### src/rtl/servo_avalon_if.sv
// Avalon-MM slave bus for servo_avalon: one write register (pulse length)
// and one read register (measured width plus valid flag), no address bus.
interface servo_avalon_if #(
  parameter int WIDTH = 32
);
  logic             read;
  logic             write;
  logic             chipselect;
  logic [WIDTH-1:0] readdata;
  logic [WIDTH-1:0] writedata;

  modport master (
    output read,
    output write,
    output chipselect,
    output writedata,
    input  readdata
  );

  modport slave (
    input  read,
    input  write,
    input  chipselect,
    input  writedata,
    output readdata
  );
endinterface

### src/rtl/servo_avalon.sv
// Servo / range-sensor pulse engine: fires a pulse of a programmed length on
// pwm_out and measures the high width of the returning pwm_response pulse.
module servo_avalon #(
  parameter int WIDTH       = 32,
  parameter int SYNC_STAGES = 2
) (
  input  logic           clk,
  input  logic           reset_n,
  servo_avalon_if.slave  bus,
  input  logic           pwm_response,
  output logic           pwm_out
);

  localparam int                FILL_W    = $clog2(SYNC_STAGES + 1);
  localparam logic [FILL_W-1:0] FILL_DONE = FILL_W'(SYNC_STAGES);
  localparam logic [WIDTH-1:0]  MEAS_MAX  = {1'b0, {(WIDTH-1){1'b1}}};

  typedef enum logic {
    IDLE,
    MEASURE
  } state_t;

  state_t             state;
  state_t             state_next;
  logic [WIDTH-1:0]   pulse_cnt;
  logic [WIDTH-1:0]   meas_cnt;
  logic [WIDTH-1:0]   meas_next;
  logic [WIDTH-2:0]   result;
  logic [WIDTH-2:0]   result_next;
  logic               valid;
  logic               valid_next;
  logic [SYNC_STAGES-1:0] sync_q;
  logic [FILL_W-1:0]  fill_cnt;
  logic               armed;
  logic               resp_s;
  logic               resp_prev;
  logic               resp_rise;
  logic               resp_fall;
  logic               wr_en;
  logic               rd_en;

  assign wr_en = bus.chipselect & bus.write;
  assign rd_en = bus.chipselect & bus.read;

  always_ff @(posedge clk or negedge reset_n) begin
    if (!reset_n) begin
      pulse_cnt <= '0;
    end else if (wr_en) begin
      pulse_cnt <= bus.writedata;
    end else if (pulse_cnt != '0) begin
      pulse_cnt <= pulse_cnt - WIDTH'(1);
    end
  end

  assign pwm_out = (pulse_cnt != '0);

  // The chain only holds real samples once SYNC_STAGES edges have passed since
  // reset; arming waits for a genuine low so a response already high at
  // release is not mistaken for a fresh rising edge.
  always_ff @(posedge clk or negedge reset_n) begin
    if (!reset_n) begin
      sync_q    <= '0;
      resp_prev <= 1'b0;
      fill_cnt  <= '0;
      armed     <= 1'b0;
    end else begin
      sync_q    <= (sync_q << 1) | SYNC_STAGES'(pwm_response);
      resp_prev <= resp_s;
      if (fill_cnt != FILL_DONE) begin
        fill_cnt <= fill_cnt + FILL_W'(1);
      end
      if (fill_cnt == FILL_DONE && !resp_s) begin
        armed <= 1'b1;
      end
    end
  end

  assign resp_s    = sync_q[SYNC_STAGES-1];
  assign resp_rise = armed & resp_s & ~resp_prev;
  assign resp_fall = ~resp_s & resp_prev;

  always_ff @(posedge clk or negedge reset_n) begin
    if (!reset_n) begin
      state    <= IDLE;
      meas_cnt <= '0;
      result   <= '0;
      valid    <= 1'b0;
    end else begin
      state    <= state_next;
      meas_cnt <= meas_next;
      result   <= result_next;
      valid    <= valid_next;
    end
  end

  // A completing measurement overrides a same-edge write clearing valid.
  always_comb begin
    state_next  = state;
    meas_next   = meas_cnt;
    result_next = result;
    valid_next  = valid;
    if (wr_en) begin
      valid_next = 1'b0;
    end
    case (state)
      IDLE: begin
        if (resp_rise) begin
          meas_next  = WIDTH'(1);
          state_next = MEASURE;
        end
      end
      MEASURE: begin
        if (resp_fall) begin
          result_next = meas_cnt[WIDTH-2:0];
          valid_next  = 1'b1;
          state_next  = IDLE;
        end else if (resp_s && meas_cnt != MEAS_MAX) begin
          meas_next = meas_cnt + WIDTH'(1);
        end
      end
      default: begin
        state_next = IDLE;
      end
    endcase
  end

  always_comb begin
    bus.readdata = '0;
    if (rd_en) begin
      bus.readdata = {valid, result};
    end
  end

endmodule

### src/flat_wrapper.sv
// flat-port wrapper written by rule: the top's interface ports become plain ports
module servo_avalon_flat 
#(
  parameter int WIDTH       = 32,
  parameter int SYNC_STAGES = 2
)
  (clk, reset_n, pwm_response, pwm_out, bus_read, bus_write, bus_chipselect, bus_writedata, bus_readdata);
  servo_avalon_if #(.WIDTH(WIDTH)) bus_i ();
  input  logic clk;
  input  logic reset_n;
  input  logic pwm_response;
  output logic pwm_out;
  input wire logic [$bits(bus_i.read)-1:0] bus_read;
  input wire logic [$bits(bus_i.write)-1:0] bus_write;
  input wire logic [$bits(bus_i.chipselect)-1:0] bus_chipselect;
  input wire logic [$bits(bus_i.writedata)-1:0] bus_writedata;
  output wire logic [$bits(bus_i.readdata)-1:0] bus_readdata;
  assign bus_i.read = bus_read;
  assign bus_i.write = bus_write;
  assign bus_i.chipselect = bus_chipselect;
  assign bus_i.writedata = bus_writedata;
  assign bus_readdata = bus_i.readdata;
  servo_avalon #(.WIDTH(WIDTH), .SYNC_STAGES(SYNC_STAGES)) u_core (.clk(clk), .reset_n(reset_n), .bus(bus_i), .pwm_response(pwm_response), .pwm_out(pwm_out));
endmodule
### config.mk
export PLATFORM = sky130hd
export DESIGN_NAME = servo_avalon_flat
export DESIGN_NICKNAME = d
export VERILOG_FILES = /design/src/rtl/servo_avalon_if.sv /design/src/rtl/servo_avalon.sv /design/src/flat_wrapper.sv
export SDC_FILE = /design/constraint.sdc
export NUM_CORES = 1
export LEC_CHECK = 0
export BUFFER_PORTS_ARGS = -buffer_cell sky130_fd_sc_hd__buf_4
export CAP_MARGIN = 20
export CORE_ASPECT_RATIO = 1.4
export CORE_MARGIN = 4
export CORE_UTILIZATION = 49
export DETAILED_ROUTE_END_ITERATION = 8
export GPL_TIMING_DRIVEN = 1
export PLACE_DENSITY = 0.79
export SYNTH_ARGS = -nofsm -noshare
export SYNTH_HDL_FRONTEND = slang
export SYNTH_SLANG_ARGS = --single-unit
### constraint.sdc
create_clock -name clk -period 2.89 [get_ports clk]
set_clock_uncertainty 0.15 [all_clocks]
set_input_delay 0.1445 -clock clk [delete_from_list [all_inputs] [get_ports clk]]
set_output_delay 0.1445 -clock clk [all_outputs]
set_load 0.005 [all_outputs]
==> run summary, run 1 <==
* 2.98 nW — leakage power figure
* 4645 — total number of vias
* pwm_out — end point of the critical path
* dfrtp_1 — Yosys top cell by area
* 44 — floorplan row count
* output port — kind of end point of the critical path
* 6 — highest net fanout along the worst path
* 48.7% — sequential share of the synthesized area
* clkbuf_16 — Clock Tree Root
* 0 — number of antenna violations at the first check in global routing
* 140 ps — pre-CTS setup slack
* 71 — top-level port count
* 48.7% — Yosys top cell area share
* 131 microns — height of the die
* 21.9% — global router's overall resource usage
* 2790 ps — post-route minimum period
* 542 — cell count after synthesis
* 95.8 microns — Horiz. Die Dim
* 0 — final setup violation count
* 70 ps — Clk pin slew, worst setup/hold paths
* 0.267 mV — peak supply drop
* 21.6% — share of cells above drive strength 1
* 105 ps — setup slack of the critical path after layout
* 36.3% — worst-case headroom to the max-slew limit
* 2490 ps — CP Data Arrival Time
* 2 — clock tree buffer depth
* 0 ps — total negative setup slack
* 5 — cell count of the worst reg-to-reg path
* 580 ps — largest stage delay on the critical path
* 956 ps — slew at the pin closest to its max-slew limit
* flip-flop to output port — critical path class
* 5980 sq um — placed cell areas
* 583 — number of nets produced by synthesis
* 359 MHz — Max Fclk
* or4b_4 — CP max stage cell
* 2600 ps — Worst Path Required
* 0 — global route overflow
* 13100 microns — routed wire length
* flip-flop to flip-flop — class of the most critical hold timing path
* 103 — #FFs+latches synth
* 96.4% — share of the clock period used by the worst path
* 9.76 sq um — mean area per synthesized cell
* 192 — violation count after the first detailed-routing iteration
* 0 — antenna violation net count after detailed routing
* 21700 microns — first-pass GRT wire length
* 26.0% — GR Layer Usage met1
* dfrtp_1 — primary flip-flop cell chosen by synthesis mapping
* 47 — Unique masters post-synth
* 5.91 — via/cell ratio
* 130 ps — internal reg-to-reg setup slack
* 684 — Layout Nets
* done — TritonCTS clock tree
* 10500 sq um — Core Footprint
* 9080 microns — HPWL after DPL
* 77 — maximum number of pins on one net before global-route repair
* 5290 sq um — total standard cell area after synthesis
* 5 — cell count along the critical path
* u_core.pulse_cnt[20] — terminus of the critical flop-to-flop path
* u_core.pulse_cnt[8] — launch point of the worst reg-to-reg path
* 340 ps — later-pin clock latency in the skew report
* 0 — max-slew violation count
* 9 — CTS buffer count
* 0 — number of diodes added for antenna fixing
* simple AND/OR/NAND/NOR gates — cell family contributing the most delay on the critical path
* 0 — DR DRC count
* 206 ps — worst hold slack
* 6630 sq um — Layout Cell Area excl Fill
* 0 — yosys synthesis warning count
* dfrtp_1 49%, mux2_2 6.4%, and3_1 4.3% — Synth area leaders
* 50.6% — initial core utilization
* or4_4, or4b_4, nor3_2, inv_1, buf_4 — cells along the critical path
* 25.4% — Area Growth Syn to Fin
* 0 — EDFF count, synth
* 3.67% — GRT met3 Usage
* 63.4% — post-route core utilization
* 0 — total setup buffers inserted after CTS
* 100% — ys async rst share
* finished clean — outcome
* flip-flop — CP Launch Type
* 12500 sq um — Die ar.
* met2 — gr busiest metal
* 16.6 microns — Wirelength per Cell
* 5 — drt first pass iters
* 38.9% — GRT met2 Usage
* 0.947 — placer's final routability congestion estimate
* 103 — clock sink count
* 0 — max-capacitance violation count
* 516 nW/um^2 — PwrDens
* 2 — buffers and inverters on the worst path
* 70 — number of I/O port buffers
* u_core.pulse_cnt[8] — CP Launch Point
* false — RSZ-0062 raised after global routing
* 3 — Max H-tree Level
* 0 — Hold Vio Cnt, Final
* 4592 — via count of the first global-routing pass
-- how the worst min path moves through the flow --
stage	endpoint	slack (ps)	startpoint	cells past startpoint
2_1_floorplan	u_core.armed	-300	reset_n	0
3_3_place_gp	u_core.sync_q[0]	100	pwm_response	1
3_5_place_dp	u_core.sync_q[0]	110	pwm_response	1
4_1_cts	u_core.sync_q[1]	210	u_core.sync_q[0]	0
5_1_grt	u_core.sync_q[1]	220	u_core.sync_q[0]	0
6_report	u_core.sync_q[1]	210	u_core.sync_q[0]	0
-- state kept, by name, indices dropped and copies added (netlist names) --
register / cells
u_core.armed: 1
u_core.sync_q: 2
u_core.result: 31
u_core.state: 1
u_core.fill_cnt: 2
u_core.pulse_cnt: 32
u_core.meas_cnt: 32
u_core.resp_prev: 1
u_core.valid: 1
-- kinds of logic after synthesis --
| kind of cell | after synthesis | synth area share, % |
|---|---|---|
| flops | 103 | 48.7 |
| mux | 36 | 7.52 |
| fa+ha+maj | 3 | 0.710 |
| simple gates | 247 | 25.6 |
| buf+inv | 37 | 2.65 |
| xor+xnor | 24 | 3.98 |
| compound gates | 92 | 10.8 |
-- placed cells by master (no fill, tap or decap), types with 9 or more instances in the layout --
cell / netlist / final
dfrtp_1: 103 / 103
buf_4: 0 / 84
nand2_1: 48 / 48
nor2_1: 44 / 44
and3_1: 36 / 36
dlygate4sd3_1: 0 / 34
mux2_2: 30 / 30
o21ai_0: 25 / 25
a21oi_1: 25 / 25
or3_1: 22 / 22
nand3_1: 21 / 21
or4_1: 20 / 20
xnor2_1: 13 / 13
nand4_1: 11 / 11
xor2_1: 11 / 11
nor4_1: 10 / 10
a31oi_1: 10 / 10
o31ai_1: 10 / 10
inv_1: 9 / 9
nor3_1: 9 / 9
clkbuf_16: 0 / 9
-- stage by stage --
| step | std cells | power [mW] |
|---|---|---|
| floorplan | 542 | 2.00 |
| global placement | 736 | 2.16 |
| detailed placement | 736 | 2.19 |
| CTS | 786 | 3.45 |
| global route | 786 | 3.59 |
| finish | 786 | 3.42 |
-- cell usage after synthesis, types with 2 or more instances --
library cell	count
a31oi_1	10
o41ai_1	5
and3_1	36
and4_1	4
nand3_1	21
nor4b_1	2
and2_1	3
mux2_2	30
or2_2	4
nand4b_1	2
a211oi_1	2
o31ai_1	10
nand2_1	48
nor2_1	44
nor3_1	9
dfrtp_1	103
xor2_1	11
or3_1	22
inv_1	9
a21oi_1	25
nand4_1	11
ha_1	3
mux2i_1	6
nand2b_1	2
o21ai_0	25
clkbuf_1	27
nor4_1	10
nand3b_1	3
o211ai_1	6
or4_1	20
xnor2_1	13
-- layer usage --
layer,vias to the layer above,wire (microns)
li1,2211,-
met1,2277,5160
met2,130,7020
met3,27,520
met4,0,374
met5,-,0
-- repair_timing --
item / 4_1_cts / 5_1_grt
gates resized for setup: 0 / 1
hold endpoints to repair: 107 / 0
hold buffers: 34 / 0
endpoints found under the setup margin: 0 / 8
-- area by class of cell --
class	count	area, sq um
clock buffers	10	229
well taps	138	173
fillers	846	3830
inverters	9	33.8
clock inverters	6	70.1
flip-flops and latches	103	2580
multi-input cells	402	2580
repair buffers	118	971
-- worst register-to-register path: cells and delay by family, from the launching register on --
family,cells,cell delay (ps)
simple gates,4,1980
flops,1,420
compound gates,1,140
-- power by group --
group / total, mW / internal, mW / switching, mW
Clock: 1.21 / 0.676 / 0.533
Combinational: 0.493 / 0.244 / 0.249
Sequential: 1.72 / 1.58 / 0.143
(Power assumes the default switching activity.)
==> run 2: changes to the inputs <==
--- a/config.mk
+++ b/config.mk
@@ -5,7 +5,7 @@
 export SDC_FILE = /design/constraint.sdc
 export NUM_CORES = 1
 export LEC_CHECK = 0
-export BUFFER_PORTS_ARGS = -buffer_cell sky130_fd_sc_hd__buf_4
+export BUFFER_PORTS_ARGS = -buffer_cell sky130_fd_sc_hd__buf_2
 export CAP_MARGIN = 20
 export CORE_ASPECT_RATIO = 1.4
 export CORE_MARGIN = 4
==> run summary, run 2 (synthesis results as in run 1) <==
* 2.97 nW — leakage power figure
* 796 ps — slew at the pin closest to its max-slew limit
* 0 — max-capacitance violation count
* 50.6% — initial core utilization
* simple AND/OR/NAND/NOR gates — cell family contributing the most delay on the critical path
* 0 — global route overflow
* 361 MHz — Max Fclk
* 21.9% — share of cells above drive strength 1
* 70 ps — Clk pin slew, worst setup/hold paths
* 95.8 microns — Horiz. Die Dim
* 896 — number of fill cells
* 4 — drt first pass iters
* 0 — total setup buffers inserted after CTS
* flip-flop to flip-flop — class of the most critical hold timing path
* 685 — Layout Nets
* 580 ps — largest stage delay on the critical path
* 5.92 — via/cell ratio
* 13100 microns — routed wire length
* 0 — DR DRC count
* 16.7 microns — Wirelength per Cell
* 0.258 mV — peak supply drop
* 44 — floorplan row count
* 103 x dfrtp_1, 69 x buf_2, 48 x nand2_1 — highest-count cells in the layout ignoring fill and taps
* 0 — max-slew violation count
* 70 — number of I/O port buffers
* 519 nW/um^2 — PwrDens
* 0 — number of antenna violations at the first check in global routing
* 0 — antenna violation net count after detailed routing
* 0 — buffers and inverters on the worst path
* 119 ps — setup slack of the critical path after layout
* 4659 — total number of vias
* 3.35 mW — post-route total power
* 0 — Hold Vio Cnt, Final
* 2890 ps — CP Data Arrival Time
* 2770 ps — post-route minimum period
* clkbuf_16 — Clock Tree Root
* 350 ps — later-pin clock latency in the skew report
* flip-flop to flip-flop — critical path class
* 131 microns — height of the die
* 53 — maximum number of pins on one net before global-route repair
* 3010 ps — Worst Path Required
* 2 — clock tree buffer depth
* 0 — final setup violation count
* done — TritonCTS clock tree
* 0 — number of diodes added for antenna fixing
* 73.9 ps — pre-CTS setup slack
* 22.1% — Area Growth Syn to Fin
* 0.913 — placer's final routability congestion estimate
* dfrtp_1 — most frequent standard cell in the layout excluding fill and tap cells
* 71 — top-level port count
* or4_4, or4b_4, or4_1, or3_1, a21oi_1 — cells along the critical path
* flip-flop — CP Launch Type
* 9 — CTS buffer count
* 21600 microns — first-pass GRT wire length
* 3 — Max H-tree Level
* 218 — violation count after the first detailed-routing iteration
* u_core.meas_cnt (32), u_core.pulse_cnt (32), u_core.result (31) — biggest regs
* 12500 sq um — Die ar.
* or4b_4 — CP max stage cell
* 4665 — via count of the first global-routing pass
* 95.9% — share of the clock period used by the worst path
* flip-flop — kind of end point of the critical path
* finished clean — outcome
* 6 — highest net fanout along the worst path
* 9090 microns — HPWL after DPL
* 103 — clock sink count
* 46.7% — worst-case headroom to the max-slew limit
* 21.8% — global router's overall resource usage
* 10500 sq um — Core Footprint
==> run 2: cell count changes in the layout (fill, tap and decap cells not counted), sizes merged <==
cell	previous run	this run
clkinvlp	3	0
clkbuf	10	9
buf	84	85
inv	10	13
clkinv	1	3
bufinv	1	0
==> run 2: routing by layer <==
layer	routed length, microns	track usage, %	vias up	part of all wire [%]
li1	-	-	2206	-
met1	5190	25.0	2301	40
met2	7090	39.8	130	54
met3	587	4.01	22	4.5
met4	232	8.29	0	1.8
met5	0	0	-	0
==> run 2: repair_timing <==
action	CTS	global route
endpoints found under the hold margin	84	0
setup endpoints to repair	0	2
hold buffers	34	0
gates resized for setup	0	1
==> run 2: report_power, final <==
| part | internal, mW | leakage (nW) | switching [mW] |
|---|---|---|---|
| Clock | 0.596 | 0.141 | 0.565 |
| Combinational | 0.229 | 1.49 | 0.243 |
| Sequential | 1.58 | 1.33 | 0.145 |
| Total | 2.40 | 2.97 | 0.953 |
==> run 2: cell type report <==
| cell class | instances | area (sq um) | share of cell area, % |
|---|---|---|---|
| Sequential cell | 103 | 2580 | 39.9 |
| Timing Repair Buffer | 119 | 818 | 12.7 |
| Clock buffer | 9 | 225 | 3.49 |
| Multi-Input combinational cell | 402 | 2580 | 39.9 |
| Tap cell | 138 | 173 | 2.67 |
| Clock inverter | 7 | 53.8 | 0.833 |
| Inverter | 9 | 33.8 | 0.523 |
==> run 2: final timing paths <==
check                                     from                   end  slack, ps  cells past startpoint
max reg2reg                u_core.pulse_cnt[8]  u_core.pulse_cnt[20]        120                      5
min in group asynchronous              reset_n  u_core.pulse_cnt[11]        240                      2
min                           u_core.sync_q[0]      u_core.sync_q[1]        200                      0
max                        u_core.pulse_cnt[8]  u_core.pulse_cnt[20]        120                      5
min reg2reg                   u_core.sync_q[0]      u_core.sync_q[1]        200                      0
max in group asynchronous              reset_n   u_core.meas_cnt[30]       1630                      3
==> run 2: worst register-to-register path: cells and delay by family (launching register included) <==
family / cells / cell delay (ps)
compound gates: 1 / 140
flops: 1 / 420
simple gates: 4 / 1990
==> run 2: stage by stage <==
step,hold WS [ps],area (sq um),std cells,utilization (%),setup TNS (ps)
2_1_floorplan,-301,5290,542,-,0
3_3_place_gp,72.1,5830,737,55.8,0
3_5_place_dp,85.4,5830,737,55.8,0
4_1_cts,200,6450,787,61.7,0
5_1_grt,213,6460,787,61.7,-11.4
6_report,200,6460,787,61.7,0
